[src/rtl/wb_dcache_flush_walker.sv]
`default_nettype none
// ============================================================================
//  Module      : wb_dcache_flush_walker
//  Description : Whole-cache flush and post-reset tag-initialisation sequencer
//                for the write-back data cache. It walks every set, writes
//                back each valid-and-dirty line, invalidates the set and
//                signals completion with a one-cycle acknowledge.
//  Revision    : 1.0 - initial release
// ============================================================================
module wb_dcache_flush_walker #(
    parameter int unsigned NR_SETS = 256,
    parameter int unsigned NR_WAYS = 8,
    parameter int unsigned TAG_W   = 44,
    parameter int unsigned IDX_W   = $clog2(NR_SETS),
    localparam int unsigned WAY_W  = (NR_WAYS > 1) ? $clog2(NR_WAYS) : 1
) (
    input  logic                       clk_i,
    input  logic                       rst_ni,
    // flush controller side
    input  logic                       flush_i,
    output logic                       flush_ack_o,
    input  logic                       init_ni,
    output logic                       busy_o,
    // tag-array arbiter side
    output logic                       tag_req_o,
    output logic                       tag_we_o,
    output logic [IDX_W-1:0]           tag_idx_o,
    input  logic                       tag_gnt_i,
    input  logic [NR_WAYS-1:0]         tag_valid_i,
    input  logic [NR_WAYS-1:0]         tag_dirty_i,
    input  logic [NR_WAYS*TAG_W-1:0]   tag_rdata_i,
    // write-back arbiter side
    output logic                       wb_req_o,
    output logic [WAY_W-1:0]           wb_way_o,
    output logic [IDX_W-1:0]           wb_idx_o,
    output logic [TAG_W-1:0]           wb_tag_o,
    input  logic                       wb_gnt_i,
    input  logic                       wb_done_i
);

    localparam logic [IDX_W-1:0] C_LAST_IDX = IDX_W'(NR_SETS - 1);

    typedef enum logic [3:0] {
        S_RST     = 4'd0,
        S_INIT    = 4'd1,
        S_IDLE    = 4'd2,
        S_READ    = 4'd3,
        S_WAIT_RD = 4'd4,
        S_SCAN    = 4'd5,
        S_WB      = 4'd6,
        S_WB_WAIT = 4'd7,
        S_CLEAR   = 4'd8,
        S_ACK     = 4'd9,
        S_COOL    = 4'd10
    } state_e;

    state_e                     state_q, state_d;
    logic [IDX_W-1:0]           idx_q, idx_d;
    logic [NR_WAYS-1:0]         pend_q, pend_d;
    logic [NR_WAYS*TAG_W-1:0]   tags_q, tags_d;
    logic [WAY_W-1:0]           way_q, way_d;
    logic [TAG_W-1:0]           wb_tag_q, wb_tag_d;

    // Registered Moore outputs, loaded from the next state
    logic                       tag_req_q;
    logic                       tag_we_q;
    logic                       wb_req_q;
    logic                       ack_q;
    logic                       busy_q;

    logic [WAY_W-1:0]           w_lo_way;
    logic [TAG_W-1:0]           w_lo_tag;

    // Lowest pending way: scan from the top so the smallest index wins
    always_comb begin
        w_lo_way = '0;
        for (int w = NR_WAYS - 1; w >= 0; w--) begin
            if (pend_q[w]) begin
                w_lo_way = WAY_W'(w);
            end
        end
    end

    // Tag of the selected way, captured together with the way in SCAN
    always_comb begin
        w_lo_tag = '0;
        for (int w = 0; w < NR_WAYS; w++) begin
            if (w_lo_way == WAY_W'(w)) begin
                w_lo_tag = tags_q[w*TAG_W +: TAG_W];
            end
        end
    end

    // Next-state and datapath-update decode for the walker
    always_comb begin
        state_d  = state_q;
        idx_d    = idx_q;
        pend_d   = pend_q;
        tags_d   = tags_q;
        way_d    = way_q;
        wb_tag_d = wb_tag_q;

        case (state_q)
            S_RST: begin
                idx_d   = '0;
                state_d = init_ni ? S_IDLE : S_INIT;
            end

            S_INIT: begin
                if (tag_gnt_i) begin
                    if (idx_q == C_LAST_IDX) begin
                        idx_d   = '0;
                        state_d = S_IDLE;
                    end else begin
                        idx_d = idx_q + IDX_W'(1);
                    end
                end
            end

            S_IDLE: begin
                if (flush_i) begin
                    idx_d   = '0;
                    state_d = S_READ;
                end
            end

            S_READ: begin
                if (tag_gnt_i) begin
                    state_d = S_WAIT_RD;
                end
            end

            // Read data arrives exactly one cycle after the grant
            S_WAIT_RD: begin
                pend_d  = tag_valid_i & tag_dirty_i;
                tags_d  = tag_rdata_i;
                state_d = S_SCAN;
            end

            S_SCAN: begin
                if (pend_q != '0) begin
                    way_d    = w_lo_way;
                    wb_tag_d = w_lo_tag;
                    state_d  = S_WB;
                end else begin
                    state_d = S_CLEAR;
                end
            end

            S_WB: begin
                if (wb_gnt_i) begin
                    state_d = S_WB_WAIT;
                end
            end

            // Done is only honoured here, never in the grant cycle
            S_WB_WAIT: begin
                if (wb_done_i) begin
                    pend_d[way_q] = 1'b0;
                    state_d       = S_SCAN;
                end
            end

            S_CLEAR: begin
                if (tag_gnt_i) begin
                    if (idx_q == C_LAST_IDX) begin
                        state_d = S_ACK;
                    end else begin
                        idx_d   = idx_q + IDX_W'(1);
                        state_d = S_READ;
                    end
                end
            end

            S_ACK: begin
                idx_d   = '0;
                state_d = S_COOL;
            end

            // The controller's flush level is still high here; ignore it
            S_COOL: begin
                state_d = S_IDLE;
            end

            default: begin
                state_d = S_RST;
            end
        endcase
    end

    // State, datapath and registered-output update with synchronous reset
    always_ff @(posedge clk_i) begin
        if (!rst_ni) begin
            state_q   <= S_RST;
            idx_q     <= '0;
            pend_q    <= '0;
            tags_q    <= '0;
            way_q     <= '0;
            wb_tag_q  <= '0;
            tag_req_q <= 1'b0;
            tag_we_q  <= 1'b0;
            wb_req_q  <= 1'b0;
            ack_q     <= 1'b0;
            busy_q    <= 1'b1;
        end else begin
            state_q   <= state_d;
            idx_q     <= idx_d;
            pend_q    <= pend_d;
            tags_q    <= tags_d;
            way_q     <= way_d;
            wb_tag_q  <= wb_tag_d;
            tag_req_q <= (state_d == S_INIT) || (state_d == S_READ) ||
                         (state_d == S_CLEAR);
            tag_we_q  <= (state_d == S_INIT) || (state_d == S_CLEAR);
            wb_req_q  <= (state_d == S_WB);
            ack_q     <= (state_d == S_ACK);
            busy_q    <= (state_d != S_IDLE);
        end
    end

    assign flush_ack_o = ack_q;
    assign busy_o      = busy_q;
    assign tag_req_o   = tag_req_q;
    assign tag_we_o    = tag_we_q;
    assign tag_idx_o   = idx_q;
    assign wb_req_o    = wb_req_q;
    assign wb_way_o    = way_q;
    assign wb_idx_o    = idx_q;
    assign wb_tag_o    = wb_tag_q;

endmodule
`default_nettype wire
[config.mk]
export PLATFORM = sky130hd
export DESIGN_NAME = wb_dcache_flush_walker
export DESIGN_NICKNAME = d
export VERILOG_FILES = /design/src/rtl/wb_dcache_flush_walker.sv
export SDC_FILE = /design/constraint.sdc
export NUM_CORES = 1
export LEC_CHECK = 0
export CORE_MARGIN = 2
export CORE_UTILIZATION = 54
export DETAILED_ROUTE_END_ITERATION = 10
export HOLD_SLACK_MARGIN = 0.02
export PLACE_DENSITY = 0.86
export SLEW_MARGIN = 5
export SYNTH_ARGS = -nofsm -noshare
export SYNTH_HDL_FRONTEND = slang
export SYNTH_SLANG_ARGS = --single-unit
[constraint.sdc]
create_clock -name clk_i -period 6.4 [get_ports clk_i]
set_clock_uncertainty 0.2 [all_clocks]
set_input_delay 1.28 -clock clk_i [delete_from_list [all_inputs] [get_ports clk_i]]
set_output_delay 1.28 -clock clk_i [all_outputs]
set_load 0.01 [all_outputs]
==> impl_results.md, run 1 <==
* H-tree levels at 2
* Drt drc at 0
* CTS tree: done
* Final min period at 4.18 ns
* Unrepaired setup endpoints after global routing: false
* Min-delay src: tags_q[52]
* CP max-delay cell: a21oi_4
* Avg Synthesized Cell Area at 8.11 sq um
* Insertion delay to the later sink of the worst-skew pair at 0.54 ns
* Hold Path Class: reg -> reg
* Routed length per instance at 21.5 um
* Final worst setup slack at 2.22 ns
* Placed Area at 22,800 sq um
* F_max at 239 MHz
* CTS Sinks at 424
* Post-Syn Instances at 2,271
* GPL Wtd Cong at 0.936
* Starting DRC count in detailed routing at 1,917
* Worst path top cell family by delay: compound AO/OA/AOI/OAI gates
* Nets@finish at 2,958
* Layout cell share with drive strength beyond 1 at 4.45%
* Placed insts at 2,984
* PD cells at 264 nW/um^2
* Total GRT Usage at 36.1%
* Cts bufs inserted at 44
* Worst path required time at 6.57 ns
* Die W at 189 um
* Finished layout cell area at 24,200 sq um
* Max-slew violation count at 0
* Clock root cell: clkbuf_16
* Worst setup path class: reg -> reg
* #FFs+latches synth at 424
* Core area at 33,500 sq um
* Reg2reg end: wb_tag_o[23]
* Crit path DAT at 4.36 ns
* Max_slew headroom at 30.4%
* Maximum vdd drop at 0.000175 V
* Worst-Margin Slew at 1.04 ns
* Via count at 17,829
* FF/Latch Area at 8490 sq um
* Number of synthesized flops with an enable pin at 0
* Area Overhead vs Synth at 31.4%
* Status: completed
* Routed Antenna Nets at 0
* Port buffer count at 442
* First-pass GRT wire length at 99.5 mm
* Syn Nets at 2,647
* Hold_buf cts at 0
* FILL cells at 2,577
* Avg Vias per Cell at 5.83
* Pre-CTS WS at 2.45 ns
* Most used DFF post-synth: dfxtp_1
* Die Ht at 189 um
* Worst flop-to-flop path startpoint: state_q[0]
* Worst Path Buf+Inv at 1
* Worst-path clk slew at 0.06 ns
* Fin cells at 3,059
* Startpoint types: flip-flop
* Post-synth cell types at 63
* Leak at 7.94 nW
* Final Hold Vio Count at 0
* Netlist Area Pre-Place at 18,400 sq um
* Critical Path Sink: wb_tag_o[23]
* Asr flop ratio synth at 0%
* Worst Path Max Fanout at 33
* YS warnings at 0
* Reg2reg path depth at 7
* Pre-antenna DRT Iters at 7
* Num rows at 67
* Starting Density at 54.9%
* Critical Path End Type: flip-flop
* Total power at 0.00639 W
* Die area at 35,600 sq um
* Multi-input logic area at 9110 sq um
* Crit-path cells: nor2b_1 > nand2_1 > a21oi_4 > buf_4 > o21ai_0 > a221oi_1 > a31oi_1
* Io pins at 443
* DRT Wirelength at 65.8 mm
* Commonest non-fill, non-tap cell in the layout: nand2_1
* Overflow after GRT at 0
* Most frequent cells in the layout: nand2_1, clkdlybuf4s50_1, dfxtp_1, a21boi_0, o21ai_0
* CP max stage delay at 0.76 ns
* Setup TNS at 0 ns
* Largest net degree at the start of global routing at 185
* Setup slack, reg-to-reg at 2.22 ns
* Levels on crit path at 7
* Setup Buffers After CTS at 0
* CTS resizes at 0
* Critical Path Start: state_q[0]
* Clk buf depth at 3
* Final Setup Violations at 0
* Post-DP HPWL at 47.6 mm
* Final period utilization at 65.3%
* Post-synthesis sequential area ratio at 46.1%
* Max cap viols at 0
* Initial antenna violation count at 3
* Vias in the first global route at 17,242
## per-stage QoR
step | util, % | hold slack [ns]
final | 72.1 | 0.266
after global routing | 72.1 | 0.280
after CTS | 72.1 | 0.266
after detailed placement | 68.0 | 0.258
after global placement | 68.0 | 0.251
after floorplan | - | 0.238
## Yosys cell counts (5+ instances only)
cell type,count,area share (%)
nand2_1,814,17
dfxtp_1,424,46
a21boi_0,358,15
clkbuf_1,126,2.6
o21ai_0,62,1.7
buf_2,48,1.3
a31oi_1,45,1.5
nor2_1,44,0.90
a22oi_1,39,1.6
a221oi_1,33,1.6
o221ai_1,31,1.5
a21oi_1,30,0.82
a21o_1,25,1.0
mux2i_1,20,1.1
nand3_1,16,0.44
buf_4,13,0.53
nor2b_1,12,0.41
a2bb2oi_1,10,0.48
inv_1,10,0.20
nor3_1,10,0.27
o221a_2,10,0.61
and2_1,9,0.31
buf_1,7,0.14
xnor2_1,6,0.29
a22o_1,5,0.24
## worst register-to-register path: cells and delay by family, from the launching register on
family | cells | cell delay (ns)
simple gates | 2 | 0.97
compound gates | 4 | 1.71
buf+inv | 1 | 0.52
flops | 1 | 0.63
## state kept, by name (all words and copies together) (netlist names)
signal,cells
tags_q,352
wb_tag_o,44
pend_q,8
tag_idx_o,8
state_q,4
wb_way_o,3
busy_o,1
flush_ack_o,1
tag_req_o,1
tag_we_o,1
wb_req_o,1
## where the power goes
| part | switching (W) | internal (W) |
|---|---|---|
| Sequential | 0.000117 | 0.00279 |
| Combinational | 0.000538 | 0.000442 |
| Clock | 0.00102 | 0.00148 |
## layout make-up
| class | instances | share of cell area (%) |
|---|---|---|
| inverters | 10 | 0.155 |
| diodes | 2 | 0.0207 |
| multi-input cells | 1642 | 37.6 |
| well taps | 448 | 2.32 |
| flip-flops and latches | 424 | 35.1 |
| clock buffers | 68 | 5.43 |
| clock inverters | 5 | 0.326 |
| repair buffers | 460 | 19.0 |
## cell families after synthesis
group / Yosys count / share of synthesized area, %
adders and majority gates: 1 / 0.0680
buffers and inverters: 205 / 4.78
xor gates and xnor gates: 7 / 0.333
DFF: 424 / 46.1
and+or+nand+nor: 937 / 20.6
AOI/OAI and AO/OA: 676 / 27.0
muxes: 21 / 1.15
## how the worst min path moves through the flow
stage / endpoint / cells past startpoint / slack (ns)
floorplan: tags_q[244] / 2 / 0.24
CTS: tags_q[28] / 2 / 0.27
detailed placement: tags_q[28] / 2 / 0.26
global placement: tags_q[288] / 2 / 0.25
global route: tags_q[3] / 2 / 0.28
finish: tags_q[52] / 2 / 0.27
## per-layer routing
layer / global-route usage, % / wire length, um / vias up
li1: - / - / 8350
met2: 57.6 / 29800 / 882
met1: 46.8 / 26800 / 8427
met4: 19.3 / 3830 / 2
met3: 5.92 / 5420 / 168
met5: 0 / 13 / -
(Power assumes the default switching activity.)
==> run 2: changes to the inputs <==
CORE_UTILIZATION = 45   (was 54)
PLACE_DENSITY = 0.76   (was 0.86)
clock period = 3.7 ns   (was 6.4 ns; I/O delays follow)
==> run 2 against run 1 <==
Against the previous run:
- die area increased by 20%
- sequential power up 73%
- register-to-register slack got worse by 1.7 ns
- clock-buffer cell count increased by 1
- worst hold slack worse by 0.0032 ns
- cell area rose by 1.7%
- sequential share of layout area fell by 0.58 points
- clock power is 76% higher
- non-clock buffer count up 21
- final cell count increased by 3.7%
==> impl_results.md, run 2 (synthesized netlist as in run 1, its figures left out) <==
* Crit-path cells: or2_1 > nor2_1 > a21oi_2 > buf_4 > o21ai_0 > a221oi_1 > a31oi_1
* Num rows at 74
* Avg Vias per Cell at 5.58
* Core area at 40,600 sq um
* Vias in the first global route at 16,830
* CTS resizes at 0
* Drt drc at 0
* Final period utilization at 85.5%
* Leak at 8.12 nW
* Die W at 206 um
* Worst-Margin Slew at 0.835 ns
* Worst path required time at 3.93 ns
* Clock root cell: clkbuf_16
* Max reg flops at 352
* Nets@finish at 2,979
* Unrepaired setup endpoints after global routing: false
* Overflow after GRT at 0
* Pre-antenna DRT Iters at 6
* Cts bufs inserted at 44
* Status: completed
* Routed Antenna Nets at 0
* Worst Path Buf+Inv at 1
* DRT Wirelength at 67.3 mm
* Largest net degree at the start of global routing at 127
* Insertion delay to the later sink of the worst-skew pair at 0.57 ns
* CP max stage delay at 0.68 ns
* Via count at 17,680
* CTS tree: done
* Hold Path Class: reg -> reg
* Port buffer count at 442
* Setup TNS at 0 ns
* Final Setup Violations at 0
* Final Hold Vio Count at 0
* Io pins at 443
* Initial antenna violation count at 4
* H-tree levels at 2
* First-pass GRT wire length at 98.7 mm
* Final worst setup slack at 0.538 ns
* Critical Path End Type: flip-flop
* Die Ht at 206 um
* PD cells at 455 nW/um^2
* Placed Area at 23,200 sq um
* F_max at 316 MHz
* Area Overhead vs Synth at 33.6%
* Max cap viols at 0
* Commonest non-fill, non-tap cell in the layout: nand2_1
* Largest Register: tags_q
* Starting DRC count in detailed routing at 1,635
* Worst setup path class: reg -> reg
* Total power at 0.0112 W
* Final min period at 3.16 ns
* Placed insts at 3,089
* Setup Buffers After CTS at 0
* Crit path DAT at 3.39 ns
* Clk buf depth at 3
* Total GRT Usage at 30.9%
* Routed length per instance at 21.2 um
* Die area at 42,500 sq um
* Worst-path clk slew at 0.06 ns
* FILL cells at 3,544
* Starting Density at 45.3%
* Finished layout cell area at 24,600 sq um
* GPL Wtd Cong at 0.888
* Post-DP HPWL at 49.4 mm
* CP max-delay cell: a221oi_1
* Max-slew violation count at 0
* CTS Sinks at 424
* Worst path top cell family by delay: compound AO/OA/AOI/OAI gates
* Layout cell share with drive strength beyond 1 at 5.62%
* Maximum vdd drop at 0.000295 V
* Fin cells at 3,171
* Worst Path Max Fanout at 14
* Pre-CTS WS at 0.611 ns
* Most frequent cells in the layout: nand2_1, clkdlybuf4s50_1, dfxtp_1, a21boi_0, o21ai_0
* Hold_buf cts at 0
* Max_slew headroom at 44.3%
* Startpoint types: flip-flop
[run 2: cell count changes in the layout (fill, tap and decap cells not counted)]
cell	change
or2_1	-1
clkinvlp_4	+1
diode_2	+2
clkbuf_1	-5
or2_2	+1
buf_4	+13
clkinv_4	-1
inv_6	+2
clkbuf_8	+6
clkinv_2	+4
buf_12	+8
bufinv_16	-2
[run 2: final timing paths]
check,from,endpoint,slack [ns],depth (start not counted)
hold / removal,tags_q[120],tags_q[120],0.26,2
setup / recovery,pend_q[4],wb_tag_o[9],0.54,7
hold reg to reg,tags_q[120],tags_q[120],0.26,2
setup reg to reg,pend_q[4],wb_tag_o[9],0.54,7
[run 2: layout make-up]
class | instances | area (sq um) | share of cell area, %
timing repair buffer | 481 | 4860 | 19.8
sequential | 424 | 8490 | 34.5
inverter | 10 | 37.5 | 0.153
clock inverter | 9 | 55.1 | 0.224
tap | 532 | 666 | 2.71
multi-input combinational | 1642 | 9110 | 37.0
antenna | 4 | 10.0 | 0.0407
clock buffer | 69 | 1380 | 5.59
[run 2: layer usage]
| layer | global-route usage (%) | wire length [um] | up-vias |
|---|---|---|---|
| met1 | 42.1 | 29400 | 8382 |
| met5 | 0 | 0 | - |
| met2 | 47.2 | 29400 | 760 |
| li1 | - | - | 8400 |
| met3 | 5.03 | 4990 | 138 |
| met4 | 15.8 | 3460 | 0 |
[run 2: power by group]
group	total, W	switching [W]	leakage (nW)	internal [W]
Combinational	0.00176	0.000951	3.98	0.000805
Sequential	0.00502	0.000190	3.43	0.00483
Clock	0.00440	0.00186	0.712	0.00255
[run 2: stage by stage]
step / utilization [%] / hold slack (ns)
after floorplan: - / 0.238
after global placement: 57.0 / 0.247
after detailed placement: 57.0 / 0.255
after CTS: 60.5 / 0.262
after global routing: 60.5 / 0.281
final: 60.5 / 0.263
[run 2: worst register-to-register path, cell delays in order (launching register included)]
cell and delay (ns):
dfxtp_1 0.61, or2_1 0.38, nor2_1 0.13, a21oi_2 0.54, buf_4 0.23, o21ai_0 0.08
a221oi_1 0.68, a31oi_1 0.17
